### config.mk
export PLATFORM = sky130hd
export DESIGN_NAME = fetch_unit_flat
export DESIGN_NICKNAME = d
export VERILOG_FILES = /design/src/rtl/fetch_unit_if.sv /design/src/rtl/fetch_unit.sv /design/src/flat_wrapper.sv
export SDC_FILE = /design/constraint.sdc
export NUM_CORES = 1
export LEC_CHECK = 0
export CORE_ASPECT_RATIO = 0.5
export CORE_MARGIN = 3
export CORE_UTILIZATION = 54
export CTS_CLUSTER_SIZE = 10
export DETAILED_ROUTE_END_ITERATION = 6
export PLACE_DENSITY = 0.79
export SYNTH_ARGS = -nofsm -noshare
export SYNTH_HDL_FRONTEND = slang
export SYNTH_SLANG_ARGS = --single-unit
### constraint.sdc
create_clock -name clk -period 2.3 [get_ports clk]
set_input_delay 0.345 -clock clk [delete_from_list [all_inputs] [get_ports clk]]
set_output_delay 0.345 -clock clk [all_outputs]
set_load 0.005 [all_outputs]
### src/rtl/fetch_unit_if.sv
// Instruction-memory read channel between the fetch unit and memory.
//   mem_req  : read request, held until mem_ack
//   mem_addr : read address, stable while mem_req=1
//   mem_ack  : read complete, mem_data valid in the same cycle
//   mem_data : read data
// master = fetch unit, slave = instruction memory.
interface fetch_unit_if #(
    parameter int unsigned ADDR_W = 8,
    parameter int unsigned DATA_W = 8
);
    logic              mem_req;
    logic [ADDR_W-1:0] mem_addr;
    logic              mem_ack;
    logic [DATA_W-1:0] mem_data;

    modport master (
        output mem_req,
        output mem_addr,
        input  mem_ack,
        input  mem_data
    );

    modport slave (
        input  mem_req,
        input  mem_addr,
        output mem_ack,
        output mem_data
    );
endinterface

### src/rtl/fetch_unit.sv
// Instruction fetch stage: owns the fetch pointer, prefetches from instruction
// memory over a req/ack channel into a small FIFO and hands one instruction to
// the controller per fetch pulse. Jumps flush the stream and redirect it.
//   clk, rst     : clock, asynchronous active-high reset
//   fetch        : controller request for the next instruction (1-cycle pulse)
//   jmp/jmp_addr : redirect pulse and target
//   mem          : memory read channel (master side)
//   instr/pc     : current instruction and its address (registered)
//   instr_valid  : instr holds a valid instruction
module fetch_unit #(
    parameter int unsigned ADDR_W    = 8,
    parameter int unsigned DATA_W    = 8,
    parameter int unsigned BUF_DEPTH = 2,
    parameter int unsigned RESET_PC  = 0
) (
    input  logic              clk,
    input  logic              rst,
    input  logic              fetch,
    input  logic              jmp,
    input  logic [ADDR_W-1:0] jmp_addr,
    fetch_unit_if.master      mem,
    output logic [DATA_W-1:0] instr,
    output logic              instr_valid,
    output logic [ADDR_W-1:0] pc
);

    localparam int unsigned PTR_W = (BUF_DEPTH > 1) ? $clog2(BUF_DEPTH) : 1;
    localparam int unsigned CNT_W = $clog2(BUF_DEPTH + 1);

    localparam logic [ADDR_W-1:0] PC_RST   = ADDR_W'(RESET_PC);
    localparam logic [PTR_W-1:0]  PTR_LAST = PTR_W'(BUF_DEPTH - 1);
    localparam logic [CNT_W-1:0]  CNT_FULL = CNT_W'(BUF_DEPTH);

    typedef struct packed {
        logic [ADDR_W-1:0] addr;
        logic [DATA_W-1:0] data;
    } entry_t;

    typedef enum logic {
        ST_RUN,
        ST_DRAIN
    } state_t;

    state_t            state_q, state_d;
    logic              mem_req_q, mem_req_d;
    logic [ADDR_W-1:0] mem_addr_q, mem_addr_d;
    logic [ADDR_W-1:0] tgt_q, tgt_d;
    logic [DATA_W-1:0] instr_q, instr_d;
    logic              valid_q, valid_d;
    logic [ADDR_W-1:0] pc_q, pc_d;
    logic              pend_q, pend_d;
    logic [PTR_W-1:0]  rd_ptr_q, rd_ptr_d;
    logic [PTR_W-1:0]  wr_ptr_q, wr_ptr_d;
    logic [CNT_W-1:0]  count_q, count_d;

    entry_t            fifo_q [BUF_DEPTH];
    entry_t            head;
    logic              xfer;
    logic              take_fetch;
    logic              push;
    logic              pop;
    logic [CNT_W-1:0]  count_nxt;

    function automatic logic [PTR_W-1:0] ptr_inc(input logic [PTR_W-1:0] p);
        return (p == PTR_LAST) ? '0 : p + PTR_W'(1);
    endfunction

    assign xfer       = mem_req_q & mem.mem_ack;
    assign take_fetch = fetch & ~pend_q;
    assign head       = fifo_q[rd_ptr_q];

    // Next-state and output logic.
    always_comb begin
        state_d    = state_q;
        mem_req_d  = mem_req_q;
        mem_addr_d = mem_addr_q;
        tgt_d      = tgt_q;
        instr_d    = instr_q;
        valid_d    = valid_q;
        pc_d       = pc_q;
        pend_d     = pend_q;
        rd_ptr_d   = rd_ptr_q;
        wr_ptr_d   = wr_ptr_q;
        count_d    = count_q;
        push       = 1'b0;
        pop        = 1'b0;
        count_nxt  = count_q;

        case (state_q)
            ST_RUN: begin
                if (jmp) begin
                    // Flush; a fetch on this edge is served from the target.
                    count_d  = '0;
                    rd_ptr_d = '0;
                    wr_ptr_d = '0;
                    valid_d  = 1'b0;
                    pend_d   = pend_q | fetch;
                    if (mem_req_q && !mem.mem_ack) begin
                        state_d = ST_DRAIN;
                        tgt_d   = jmp_addr;
                    end else begin
                        mem_req_d  = 1'b1;
                        mem_addr_d = jmp_addr;
                    end
                end else begin
                    // A waiting request, or a fetch landing on an empty FIFO
                    // together with a transfer, takes the read data directly.
                    if (xfer && (pend_q || (take_fetch && count_q == '0))) begin
                        instr_d = mem.mem_data;
                        pc_d    = mem_addr_q;
                        valid_d = 1'b1;
                        pend_d  = 1'b0;
                    end else begin
                        push = xfer;
                        if (take_fetch && count_q != '0) begin
                            pop     = 1'b1;
                            instr_d = head.data;
                            pc_d    = head.addr;
                            valid_d = 1'b1;
                        end else if (take_fetch) begin
                            valid_d = 1'b0;
                            pend_d  = 1'b1;
                        end
                    end

                    count_nxt = count_q + CNT_W'(push) - CNT_W'(pop);
                    count_d   = count_nxt;
                    if (push) wr_ptr_d = ptr_inc(wr_ptr_q);
                    if (pop)  rd_ptr_d = ptr_inc(rd_ptr_q);
                    if (xfer) mem_addr_d = mem_addr_q + ADDR_W'(1);
                    // Request state may only change at a transfer or when idle.
                    if (xfer || !mem_req_q) mem_req_d = (count_nxt < CNT_FULL);
                end
            end

            ST_DRAIN: begin
                // FIFO is already empty here; fetches just wait.
                pend_d = pend_q | fetch;
                if (jmp) tgt_d = jmp_addr;
                if (xfer) begin
                    state_d    = ST_RUN;
                    mem_req_d  = 1'b1;
                    mem_addr_d = jmp ? jmp_addr : tgt_q;
                end
            end

            default: state_d = ST_RUN;
        endcase
    end

    // State register.
    always_ff @(posedge clk or posedge rst) begin
        if (rst) begin
            state_q    <= ST_RUN;
            mem_req_q  <= 1'b0;
            mem_addr_q <= PC_RST;
            tgt_q      <= PC_RST;
            instr_q    <= '0;
            valid_q    <= 1'b0;
            pc_q       <= PC_RST;
            pend_q     <= 1'b0;
            rd_ptr_q   <= '0;
            wr_ptr_q   <= '0;
            count_q    <= '0;
        end else begin
            state_q    <= state_d;
            mem_req_q  <= mem_req_d;
            mem_addr_q <= mem_addr_d;
            tgt_q      <= tgt_d;
            instr_q    <= instr_d;
            valid_q    <= valid_d;
            pc_q       <= pc_d;
            pend_q     <= pend_d;
            rd_ptr_q   <= rd_ptr_d;
            wr_ptr_q   <= wr_ptr_d;
            count_q    <= count_d;
        end
    end

    // FIFO storage; contents are only meaningful below count_q.
    always_ff @(posedge clk) begin
        if (push) fifo_q[wr_ptr_q] <= {mem_addr_q, mem.mem_data};
    end

    assign mem.mem_req  = mem_req_q;
    assign mem.mem_addr = mem_addr_q;
    assign instr        = instr_q;
    assign instr_valid  = valid_q;
    assign pc           = pc_q;

    a_no_overflow: assert property (@(posedge clk) disable iff (rst)
        !(push && count_q == CNT_FULL));

    a_no_refetch: assert property (@(posedge clk) disable iff (rst)
        !(fetch && pend_q));

endmodule
### src/flat_wrapper.sv
// flat-port wrapper written by rule: the top's interface ports become plain ports
module fetch_unit_flat 
#(
    parameter int unsigned ADDR_W    = 8,
    parameter int unsigned DATA_W    = 8,
    parameter int unsigned BUF_DEPTH = 2,
    parameter int unsigned RESET_PC  = 0
)
  (clk, rst, fetch, jmp, jmp_addr, instr, instr_valid, pc, mem_mem_req, mem_mem_addr, mem_mem_ack, mem_mem_data);
  fetch_unit_if #(.ADDR_W(ADDR_W), .DATA_W(DATA_W)) mem_i ();
  input  logic clk;
  input  logic rst;
  input  logic fetch;
  input  logic jmp;
  input  logic [ADDR_W-1:0] jmp_addr;
  output logic [DATA_W-1:0] instr;
  output logic instr_valid;
  output logic [ADDR_W-1:0] pc;
  output wire logic [$bits(mem_i.mem_req)-1:0] mem_mem_req;
  output wire logic [$bits(mem_i.mem_addr)-1:0] mem_mem_addr;
  input wire logic [$bits(mem_i.mem_ack)-1:0] mem_mem_ack;
  input wire logic [$bits(mem_i.mem_data)-1:0] mem_mem_data;
  assign mem_mem_req = mem_i.mem_req;
  assign mem_mem_addr = mem_i.mem_addr;
  assign mem_i.mem_ack = mem_mem_ack;
  assign mem_i.mem_data = mem_mem_data;
  fetch_unit #(.ADDR_W(ADDR_W), .DATA_W(DATA_W), .BUF_DEPTH(BUF_DEPTH), .RESET_PC(RESET_PC)) u_core (.clk(clk), .rst(rst), .fetch(fetch), .jmp(jmp), .jmp_addr(jmp_addr), .mem(mem_i), .instr(instr), .instr_valid(instr_valid), .pc(pc));
endmodule
### Yosys cells after proc, flatten, opt, wreduce, memory -nomap -nowiden

Memories as Yosys holds them, arrays and structs flattened.
Cells that the tools add are included.

* reduce and logical (&&, ||, !) cells: 22
* divide/modulo/power cells: 0
* shifts and indexed selects: 0
* add/sub/neg operators: 5
* bitwise logic cells: 6
* eq/ne operators: 8
* muxes and demuxes: 49
* multiply operators: 0
* magnitude comparators: 1

Operator list (count)
* two-way mux 8 bit: 11
* two-way mux 1 bit: 32
* one-hot mux 8 bit (2 select lines): 2
* AND reduction 2 bit: 5
* AND reduction 3 bit: 3
* adder 8 x 1 -> 8 bit, second input constant: 1
* nonzero test 2 bit: 4
* inequality test 3 x 2 -> 1 bit, second input constant: 2
* one-hot mux 1 bit (2 select lines): 3
* logical AND 1 bit: 4
* inequality test 2 bit, second input constant: 2
* inequality test 4 x 2 -> 1 bit, second input constant: 1
* inequality test 4 x 3 -> 1 bit, second input constant: 1
* nonzero test 4 bit: 1
* inequality test 3 bit, second input constant: 1
* inverter 1 bit: 3
* adder 1 bit, second input constant: 2
* adder 2 x 1 -> 2 bit: 1
* AND 1 bit: 2
* zero test 1 bit: 2
* zero test 2 bit: 1
* logical OR 1 bit: 2
* < comparator 2 bit, second input constant: 1
* two-way mux 2 bit: 1
* other kinds (3): 3

* memory bits (read-only): 0
* word-level logic and storage cells: 103
* input port bits: 21
* bits in latches: 0
* memory bits (writable): 32
* bits in registers: 40
* memories kept: 1
* output and inout bits: 26

Memories
* u_core.fifo_q: words 2, width 16, rd ports 1, clocked after Yosys merged registers in 0, write ports 1, line fetch_unit.sv:56 `entry_t fifo_q [BUF_DEPTH];`

### Logic depth before layout (Yosys ltp)

* depth in word-level cells: 14
* depth in mapped cells: 10
* mapped depth without buffers: 10

### Worst setup path before layout

OpenSTA, ideal clock, no wires.

* kind: register to register
* from: reg u_core.count_q[1]
* to: reg u_core.mem_req_q, in the netlist u_core.mem.mem_req
* library setup time: 0.118 ns
* slack: 0.261 ns
* arrival: 1.921 ns
* stages on the path, launching flop included: 11
* data required time: 2.182 ns
* buffers on the path: 1
* clock period less this slack: 2.039 ns
* path through: dfrtp_1 -> buf_2 -> o21ai_2 -> inv_2 -> ha_1 -> inv_1 -> ha_1 -> xnor2_1 -> xnor2_1 -> a21oi_1 -> a21o_1

* longest elaborated chain between the ends: 13
* elaborated cells between the ends (all ways): 19
* those cells by class: add/sub (2); order compare (1); mux (10); reduce/logical (6)

RTL lines
* from (decl): line fetch_unit.sv:54 `logic [CNT_W-1:0] count_q, count_d;`
* from (signal assigned): line fetch_unit.sv:176 `count_q <= count_d;`
* zero test 2 bit: line fetch_unit.sv:108 `if (xfer && (pend_q || (take_fetch && count_q == '0))) begin`
* logical AND 1 bit: line fetch_unit.sv:108
* logical OR 1 bit: line fetch_unit.sv:108
* logical AND 1 bit: line fetch_unit.sv:108
* two-way mux 1 bit: line fetch_unit.sv:108
* two-way mux 1 bit: line fetch_unit.sv:91 `if (jmp) begin`
* two-way mux 1 bit: line fetch_unit.sv:89 `case (state_q)`
* adder 2 x 1 -> 2 bit: line fetch_unit.sv:126 `count_nxt = count_q + CNT_W'(push) - CNT_W'(pop);`
* subtractor 2 x 1 -> 2 bit *: line fetch_unit.sv:126
* < comparator 2 bit *: line fetch_unit.sv:132 `if (xfer || !mem_req_q) mem_req_d = (count_nxt < CNT_FULL);`
* two-way mux 1 bit *: line fetch_unit.sv:132
* two-way mux 1 bit *: line fetch_unit.sv:91
* one-hot mux 1 bit (2 select lines) *: line fetch_unit.sv:89
* to (signal assigned): line fetch_unit.sv:167 `mem_req_q <= mem_req_d;`
* to (decl): line fetch_unit.sv:45 `logic mem_req_q, mem_req_d;`

Every way passes the cells marked *; elsewhere a longest branch is shown, timed or not. The select of a mux whose other input is x is not followed.
A chain may end at the register's enable or synchronous reset.

### Worst setup path in the final report

* from: in fetch
* to: reg u_core.mem_req_q, in the netlist u_core.mem.mem_req

* longest elaborated chain between the ends: 13
* elaborated cells between the ends (all ways): 18
* those cells by class: add/sub (2); order compare (1); mux (10); bitwise (1); reduce/logical (4)

RTL lines
* from (decl): line flat_wrapper.sv:13 `input logic fetch;`
* AND 1 bit *: line fetch_unit.sv:69 `assign take_fetch = fetch & ~pend_q;`
* logical AND 1 bit: line fetch_unit.sv:108
* logical OR 1 bit: line fetch_unit.sv:108
* logical AND 1 bit: line fetch_unit.sv:108
* two-way mux 1 bit: line fetch_unit.sv:108
* two-way mux 1 bit: line fetch_unit.sv:91
* two-way mux 1 bit: line fetch_unit.sv:89
* adder 2 x 1 -> 2 bit: line fetch_unit.sv:126
* subtractor 2 x 1 -> 2 bit *: line fetch_unit.sv:126
* < comparator 2 bit *: line fetch_unit.sv:132
* two-way mux 1 bit *: line fetch_unit.sv:132
* two-way mux 1 bit *: line fetch_unit.sv:91
* one-hot mux 1 bit (2 select lines) *: line fetch_unit.sv:89

Marks and branches as above.

==> run_results.csv <==
group,metric,value,unit
grt,grt_use_total,0.215,
finish,area_growth,29.1,%
sta,fin_skew,4.82,ps
worst_setup_path,crit_fanout,2,
finish,drive_gt1_frac,0.220,
drt,viasPerCell,5.74,
clock_network,ctsHtreeMaxLevel,3,
drt,antenna_left,0,
run_status,status,"completed",
drt,wirelength,7100,µm
sta,period_needed,2020,ps
synth,synth.avg_cell_area,12.5,µm²
worst_setup_path,cp_slowest_cell,"clkdlybuf4s50_1",
sta,hold_viol,0,
clock_network,clk_latency,330,ps
synth,ys_seq_elements,72,
sta,fin_crit_sh,0.877,
floorplanning,row_count,19,
finish,n_fill_cell,369,
floorplanning,initial_core_util,0.575,
clock_network,cts_tree,"done",
floorplanning,coreArea,0.00566,mm²
worst_setup_path,worst-path-buf-inv,3,
sta,fmax,496,MHz
worst_setup_path,critPathTopFamily,"buffers and inverters",
sta,slew_headroom,0.486,
pwr,internal-power,3.37,mW
worst_setup_path,critPathKind,"input port to register",
floorplanning,die_height,60.9,µm
clock_network,post_cts_buffers,0,
synth,syn-cell-area,0.00325,mm²
clock_network,clk_pin_slew_worst_paths,60,ps
worst_setup_path,cpPeakStageDelay,420,ps
placement,placed_cells,379,
floorplanning,ios,47,
placement,place.port_buffers,46,
clock_network,cts_sinks,72,
pwr,p_switching,1.28,mW
synth,synth-main-ff-cell,"dfrtp_1",
pwr,p_clk_frac,0.334,
synth,synthCells,261,
floorplanning,die_area,0.00704,mm²
worst_hold_path,hold_path.class,"input port to async pin",
synth,yosys_warnings,0,
synth,synth_nets,285,
synth,yosys.area.top_type,"dfrtp_1",
placement,pre_cts_ws,-48.7,ps
finish,diodes,0,
drt,dr.first_iter.drc_count,173,
worst_setup_path,required,2520,ps
clock_network,hold_buffers,0,
clock_network,cts_root_buf,"clkbuf_16",
drt,first_pass_iters,4,
pwr,ir_drop,0.633,mV
synth,ys_types,43,
clock_network,clock_path_buffers,2,
clock_network,numCtsBuffers,9,
grt,grt_pass1_wl,11300,µm
drt,avgRoutedWirePerCell,18.0,µm
grt,overflow,0,
finish,nets,341,
worst_setup_path,path_cells,"clkdlybuf4s50_1 -> nor2b_1 -> o21ai_2 -> inv_2 -> ha_1 -> inv_1 -> ha_1 -> xnor2_1 -> xnor2_1 -> a21oi_1 -> a21o_1",
placement,routabilityCongestion,0.773,
finish,final_cell_count_no_fill,395,
floorplanning,die_x,116,µm
pwr,leakagePower,1.58,nW
grt,grt_pass1_vias,2335,
synth,synth-edff-count,32,
placement,dp_hpwl,4590,µm
run,drv_cap,0,
clock_network,cts_resized,0,
finish,regArea,0.00196,mm²
grt,grt_max_degree,41,
sta,setup_slack,282,ps
worst_setup_path,setup.worst_path.start_class,"input port",
pwr,p_sw_frac,0.276,
grt,antenna_found_initial,0,
sta,rsz0062_at_grt,"false",
drt,num_vias,2267,
sta,slew_violations,0,
sta,tightestPinTransition,770,ps
finish,multi_input_area,0.00119,mm²
synth,yosysSeqAreaShare,0.604,
pwr,seqPwrFrac,0.417,
synth,synth_top_area_share,0.308,
worst_setup_path,arrival,2240,ps
synth,synthTopCellsByArea,"dfrtp_1 (31%), edfxtp_1 (30%), mux2_2 (5.5%)",
synth,async_flop_share,0.556,
pwr,combinationalPowerShare,0.249,
finish,fin_util,0.742,
sta,setup_viol,0,
pwr,power_density,1110,mW/mm²
worst_setup_path,endpoint_kind,"register",
drt,drcViolationCount,0,
[worst paths after layout]
check	start	to	slack [ps]	depth (start not counted)
worst min-delay path	rst	u_core.instr[2]	450	3
worst max-delay path	fetch	u_core.mem.mem_req	280	11
worst max register to register	u_core.count_q[1]	u_core.mem.mem_req	300	9
worst min register to register	u_core.tgt_q[4]	u_core.tgt_q[4]	490	1
max in group asynchronous	rst	u_core.mem.mem_addr[6]	1470	3
min in group clk	u_core.tgt_q[4]	u_core.tgt_q[4]	490	1
[placed cells by master, fill, tap and decap left out, drive strengths merged, types with 2 or more instances in the layout]
cell type,count
nor3,3
nand3,6
nor2b,3
and2,3
inv,6
nor2,27
o22ai,16
ha,3
a21o,2
and3,3
a211oi,2
clkbuf,10
buf,12
dfrtp,40
a221oi,4
nand2,13
mux2i,2
o2bb2ai,3
a21oi,23
xnor2,4
clkinv,3
mux2,24
nand2b,4
o21ai,16
edfxtp,32
clkdlybuf4s50,46
bufinv,3
[sequential cells by signal, summed over array words and instances, names as in the netlist, 2 cells and up]
name / cells
u_core.fifo_q: 32
u_core.count_q: 2
u_core.tgt_q: 8
u_core.mem.mem_addr: 8
u_core.instr: 8
u_core.pc: 8
[final cells by class]
cell class / instances / share of cell area
Sequential cell: 72 / 0.468
Multi-Input combinational cell: 170 / 0.285
Timing Repair Buffer: 58 / 0.140
Clock buffer: 10 / 0.0546
Clock inverter: 6 / 0.0259
Tap cell: 73 / 0.0218
Inverter: 6 / 0.00537
[power by group through the flow]
stage	logic (mW)	registers, mW	clock network [mW]
final	1.16	1.94	1.56
after global routing	1.28	1.98	1.64
after CTS	1.18	1.94	1.58
after detailed placement	1.16	1.96	0
after global placement	1.12	1.94	0
after floorplan	0.591	1.88	0
[cells in the mapped netlist (2+ instances only)]
cell type	count
nor2_1	17
mux2i_1	2
edfxtp_1	32
o22ai_1	16
xnor2_1	4
nor2b_1	3
mux2_1	8
a21oi_2	10
mux2_2	16
a221oi_1	4
a21o_1	2
dfrtp_1	40
nand2_1	13
buf_2	8
nand3_1	6
inv_1	5
and2_1	3
ha_1	3
and3_1	3
o21ai_1	8
o21ai_0	5
nand2b_1	4
buf_6	2
nor3_1	2
o2bb2ai_1	3
clkbuf_1	2
nor2_2	10
a21oi_1	13
o21ai_2	3
[logic make-up after synthesis]
kind of cell,synth area share
AOI/OAI and AO/OA,0.155
DFF,0.604
and+or+nand+nor,0.100
muxes,0.0893
buffers and inverters,0.0296
xor gates and xnor gates,0.0108
adders and majority gates,0.0115
[worst register-to-register path, delay by kind of cell, from the launching register on]
| family | cells | cell delay (ps) |
|---|---|---|
| adders and majority gates | 2 | 450 |
| DFF | 1 | 470 |
| AOI/OAI and AO/OA | 3 | 480 |
| xor gates and xnor gates | 2 | 380 |
| buffers and inverters | 2 | 100 |
[metal layers]
layer  track usage  vias up  share of wire
met2         0.358       55           0.46
met5             0        -              0
met1         0.269     1122           0.48
met4        0.0926        0          0.017
li1              -     1077              -
met3        0.0667       13          0.045
[per-stage QoR]
stage	setup TNS (ps)	total power, mW	area [µm²]	hold WS, ps
3_3_place_gp	0	3.06	3860	465
2_1_floorplan	0	2.47	3250	444
4_1_cts	0	4.69	4200	460
6_report	0	4.66	4200	450
3_5_place_dp	-65.3	3.11	3860	474
5_1_grt	0	4.89	4200	498
(Power assumes the default switching activity.)
